$ cat config.mk
export PLATFORM = sky130hd
export DESIGN_NAME = rr_index_arbiter
export DESIGN_NICKNAME = d
export VERILOG_FILES = /design/src/rtl/rr_index_arbiter.sv
export SDC_FILE = /design/constraint.sdc
export NUM_CORES = 1
export LEC_CHECK = 0
export CORE_ASPECT_RATIO = 1.2
export CORE_MARGIN = 2
export CORE_UTILIZATION = 60
export CTS_CLUSTER_DIAMETER = 200
export DETAILED_ROUTE_END_ITERATION = 16
export HOLD_SLACK_MARGIN = 0.1
export PLACE_DENSITY_LB_ADDON = 0.05
export RECOVER_POWER = 50
export SYNTH_ARGS = -nofsm -noshare
export SYNTH_HDL_FRONTEND = slang
export SYNTH_SLANG_ARGS = --single-unit
$ cat constraint.sdc
create_clock -name clk -period 13.3 [get_ports clk]
set_input_delay 2.66 -clock clk [delete_from_list [all_inputs] [get_ports clk]]
set_output_delay 2.66 -clock clk [all_outputs]
set_load 0.01 [all_outputs]
$ cat src/rtl/rr_index_arbiter.sv
// rtl/rr_index_arbiter.sv - Round-robin arbiter over 32 requests with registered winner index and valid/ready handshake
module rr_index_arbiter #(
    parameter int N_REQ = 32,
    parameter int IDX_W = 5,
    parameter int CNT_W = 16
) (
    input  logic             clk,
    input  logic             rst,
    input  logic             en,
    input  logic [N_REQ-1:0] req,
    input  logic             grant_ready,
    output logic             grant_valid,
    output logic [IDX_W-1:0] grant_idx,
    output logic [IDX_W-1:0] ptr,
    output logic [CNT_W-1:0] grant_count
);

    typedef enum logic [1:0] {
        IDLE = 2'b00,
        HOLD = 2'b01
    } state_t;

    state_t             state;
    state_t             state_nx;
    logic               valid_nx;
    logic [IDX_W-1:0]   idx_nx;
    logic [IDX_W-1:0]   ptr_nx;
    logic [CNT_W-1:0]   cnt_nx;

    logic [2*N_REQ-1:0] req_dbl;
    logic [N_REQ-1:0]   req_rot;
    logic [IDX_W-1:0]   offset;
    logic [IDX_W-1:0]   winner;
    logic               any_req;

    // Rotate the request vector so bit 0 is the requester at ptr, then take the lowest set bit.
    always_comb begin
        req_dbl = {req, req};
        req_rot = req_dbl[{1'b0, ptr} +: N_REQ];
        any_req = |req;
        offset  = '0;
        for (int i = N_REQ - 1; i >= 0; i--) begin
            if (req_rot[i]) begin
                offset = IDX_W'(i);
            end
        end
        winner = ptr + offset;
    end

    // Next-state and next-output logic; grant is held until accepted, then a one-cycle bubble.
    always_comb begin
        state_nx = state;
        valid_nx = grant_valid;
        idx_nx   = grant_idx;
        ptr_nx   = ptr;
        cnt_nx   = grant_count;
        case (state)
            IDLE: begin
                valid_nx = 1'b0;
                if (en && any_req) begin
                    idx_nx   = winner;
                    valid_nx = 1'b1;
                    state_nx = HOLD;
                end
            end
            HOLD: begin
                if (grant_ready) begin
                    ptr_nx   = grant_idx + IDX_W'(1);
                    cnt_nx   = grant_count + CNT_W'(1);
                    valid_nx = 1'b0;
                    state_nx = IDLE;
                end
            end
            default: begin
                valid_nx = 1'b0;
                state_nx = IDLE;
            end
        endcase
    end

    // State and output registers with asynchronous reset.
    always_ff @(posedge clk or posedge rst) begin
        if (rst) begin
            state       <= IDLE;
            grant_valid <= 1'b0;
            grant_idx   <= '0;
            ptr         <= '0;
            grant_count <= '0;
        end else begin
            state       <= state_nx;
            grant_valid <= valid_nx;
            grant_idx   <= idx_nx;
            ptr         <= ptr_nx;
            grant_count <= cnt_nx;
        end
    end

endmodule

==> results.md <==
- The flow ran to the end, and the final reports show no timing, DRC or antenna violations.
- The arrival time of the worst setup path is approximately 7.2 ns.
- The accumulated negative setup slack is 0 ns.
- The detailed-route DRC error count is 0.
- The number of max-slew violations in the final report is 0.
- The register area share after synthesis is 0.147.
- The largest voltage drop on the vdd net is 0.183 mV.
- Entering global routing, the biggest net connects 56 pins.
- The CTS root buffer is sky130_fd_sc_hd__clkbuf_8.
- Before antenna repair, the detailed router went through 5 iterations.
- The worst endpoint required time is roughly 13 ns.
- The routed layout has between 4,000 and 5,000 vias.
- Relative to the synthesized area, the layout overhead comes to 14.0%.
- In the post-synthesis netlist, the cell with the most instances is sky130_fd_sc_hd__mux4_2.
- In the finished design, the share of the clock period the worst path needs comes to 0.532.
- In the final design database the tool counted 537 nets.
- For the pin with the worst max-slew slack, the measured transition is 1.08 ns.
- The count of cell types in the netlist is 61.
- The initial antenna violation count was 0.
- The count of synthesis-stage warnings from yosys is 0.
- The floorplan step set the die height to 102 µm.
- After technology mapping, the gate count stands at 455.
- Before CTS, the worst setup slack after placement is 6.00 ns.
- For this configuration, the core starts out at a cell density of 0.619.
- The post-CTS resize count is 0.
- The switching share of power is 0.498.
- The slowest stage of the critical path is the sky130_fd_sc_hd__a222oi_1 cell.
- In this run, synthesis produced a sequential element count of 28.
- The worst hold path belongs to the class reg -> reg.
- Derived from the worst setup path, the maximum achievable clock frequency is 0.141 GHz.
- The critical path capture point type is a flip-flop.
- The share of total power dissipated in sequential elements is 0.097.
- Setup repair after global routing left no endpoint under its margin.
- Counting instances in the post-synthesis netlist gives the leading cell types as sky130_fd_sc_hd__mux4_2 (64), sky130_fd_sc_hd__mux2i_1 (45), sky130_fd_sc_hd__nand2_1 (39).
- The estimated wirelength of the detail-placed design is 10,500 µm.
- Cell internal power was estimated by the tool at 0.000717 W.
- The depth of the CTS H-tree is 1.
- The number of nets in the synthesized netlist is 498.
- At the later pin of the worst-skew pair, clock insertion delay measures 0.28 ns.
- In the global route stage, overall resource usage came out at 0.320.
- The number of nets still failing antenna checks after routing is 0.
- The number of hold violations in the final report came to 0.
- The post-layout total power is 0.00143 W.
- The share of layout cells above drive strength 1 is 0.215.
- Dividing the detail-routed via count by the number of cells gives ~7.4.
- The largest area contributor in the netlist is sky130_fd_sc_hd__mux4_2.
- The cell class contributing the biggest share of worst-path delay is compound AO/OA/AOI/OAI gates.
- The total number of placement rows is 35.
- The combinational cell fraction of total power is 0.866.
- The area fraction of the dominant cell type after synthesis is 0.302.
- The die outline area is 0.00869 mm².
- After clock tree synthesis, the setup repair step added 0 buffers.
- The wire length reported by the detailed router is 13,700 µm.
- The maximum fanout along the worst path is 9.
- Measured on the finished design, the core utilization comes to 0.706.
- The via count of the first global-routing pass was around 4,100.
- Clock-pin slew was measured on the worst setup and hold paths at 0.10 ns.
- The shortest clock period the worst path allows after layout is 7.08 ns.
- The count of antenna diodes in the layout is 0.
- The count of flip-flops with a built-in enable after synthesis is 0.
- Counting the buffers created by CTS gives 3.
- The most common flop cell mapped by yosys is sky130_fd_sc_hd__dfrtp_1.
- The highest cell delay on the worst timing path is about 0.97 ns.
- Max-cap violations in this run came to 0.
- The net load switching power is slightly above 0.0007 W.
- After the first detailed-routing iteration, the DRC count stood at 349.
- TritonCTS built the clock tree.
- The critical path goes through clkdlybuf4s50_1 -> mux4_2 -> a222oi_1 -> mux4_2 -> a21bo_2 -> nand2_1 -> a21oi_1 -> a211o_1 -> a31oi_1 -> ha_1 -> inv_1 -> fa_1 -> inv_1 -> a21o_1 -> a21oi_1 -> xnor2_1 -> xnor2_1 -> o21ai_1.
- Hold repair after CTS inserted 0 buffers.
- By startpoint and endpoint, the worst setup path is classified as in -> reg.
- The number of buffer and inverter instances along the worst setup path is 3.
- The count of buffers from port buffering is just over 60.
- Global routing finished with a remaining overflow of 0.
- Setup violations remaining at the end of the flow were counted as 0.
- The clock net in this run drives a total of 28 sinks.
- The cell leakage power is 2.07 nW.
- Measured against its own limit, the worst slew margin works out to 0.281.
- The first-pass GRT wire length is 21,700 µm.
- The routed length per instance is roughly 23 µm.
- The cell area that synthesis handed to floorplanning was ~0.0048 mm².
- After layout, the worst setup slack is 6.22 ns.
- A synthesized cell averages 10.5 µm².
- The clock skew is approximately 0.012 ns.
- By area the synthesized netlist is led by sky130_fd_sc_hd__mux4_2 (30%), sky130_fd_sc_hd__dfrtp_1 (15%), sky130_fd_sc_hd__mux2i_1 (9.4%), sky130_fd_sc_hd__mux2_2 (5.7%), sky130_fd_sc_hd__mux4_1 (3.9%).
- The power per standard cell area is 263 mW/mm².
- The share of async-settable or async-resettable flops after synthesis is 1.00.
- The horizontal die dimension is 85.4 µm.
- The worst setup path is launched from an input pin.
- The maximum clock insertion buffer count is 2.
- The share of total power dissipated in the clock network is 0.037.
- The filler cells instantiated in the layout total 612.
- The floorplan step defined a core boundary enclosing 0.00771 mm².
- The I/O pin count is 63.
- Routability-driven placement finished with a final weighted congestion of 0.973.
path summary, 6_finish.rpt:
check | start | end | slack, ns | cells past startpoint
hold / removal | grant_count[15] | grant_count[15] | 0.47 | 1
min in group asynchronous | rst | grant_count[4] | 3.07 | 2
setup reg to reg | ptr[1] | grant_idx[4] | 8.10 | 19
hold reg to reg | grant_count[15] | grant_count[15] | 0.47 | 1
setup / recovery | req[15] | grant_idx[4] | 6.22 | 18
max in group asynchronous | rst | ptr[2] | 9.53 | 2
registers in the layout (all words and copies together) (netlist names):
name and cells:
grant_idx 5, grant_count 16, state 1, grant_valid 1
ptr 5
cell usage in the layout (no fill, tap or decap), drive strengths merged, types with 3 or more instances in the layout:
cell type,count
mux4,71
clkdlybuf4s50,58
mux2i,45
nand2,39
nor2,28
dfrtp,28
mux2,24
o21ai,17
inv,14
xnor2,13
nand3,13
and3,10
xor2,9
nor4,9
nand4,8
a21oi,7
nor3,6
nand2b,6
ha,6
buf,6
and2,6
nor2b,5
o32ai,5
a22o,4
clkbuf,4
dlygate4sd3,4
o31ai,3
and4,3
a222oi,3
a211oi,3
a31oi,3
o211ai,3
a21boi,3
cell type report:
cell class / count / area, µm² / share of cell area
timing repair buffer: 68 / 666 / 0.122
multi-input combinational: 378 / 3840 / 0.707
sequential: 28 / 704 / 0.129
tap: 92 / 115 / 0.0212
clock buffer: 4 / 55.1 / 0.0101
inverter: 15 / 56.3 / 0.0103
routing by layer:
layer | routed length, µm | up-vias | track usage
met1 | 5320 | 2106 | 0.437
met3 | 1300 | 39 | 0.0766
met2 | 6550 | 255 | 0.510
met5 | 0 | - | 0
met4 | 484 | 0 | 0.0977
li1 | - | 1915 | -
metrics by stage:
stage / cells / hold WS [ns] / area [µm²]
2_1_floorplan: 455 / 0.507 / 4770
3_3_place_gp: 581 / 0.460 / 5390
5_1_grt: 585 / 0.482 / 5440
6_report: 585 / 0.473 / 5440
3_5_place_dp: 581 / 0.467 / 5390
4_1_cts: 585 / 0.483 / 5440
cells by family after synthesis:
logic type | Yosys count | share of synthesized area
AO/OA/AOI/OAI | 71 | 0.109
XOR/XNOR | 22 | 0.0404
adder cells (fa/ha/maj) | 7 | 0.0199
buffers and inverters | 49 | 0.0475
flip-flops | 28 | 0.147
multiplexers | 140 | 0.492
AND/OR/NAND/NOR | 138 | 0.145
power by group through the flow:
stage	sequential (W)	clock, W	combinational (W)
after floorplan	0.000144	0	0.000931
after global placement	0.000138	0	0.00119
after detailed placement	0.000139	0	0.00122
after CTS	0.000137	0.0000543	0.00122
after global routing	0.000141	0.0000578	0.00133
final	0.000138	0.0000531	0.00124
(Power assumes the default switching activity.)
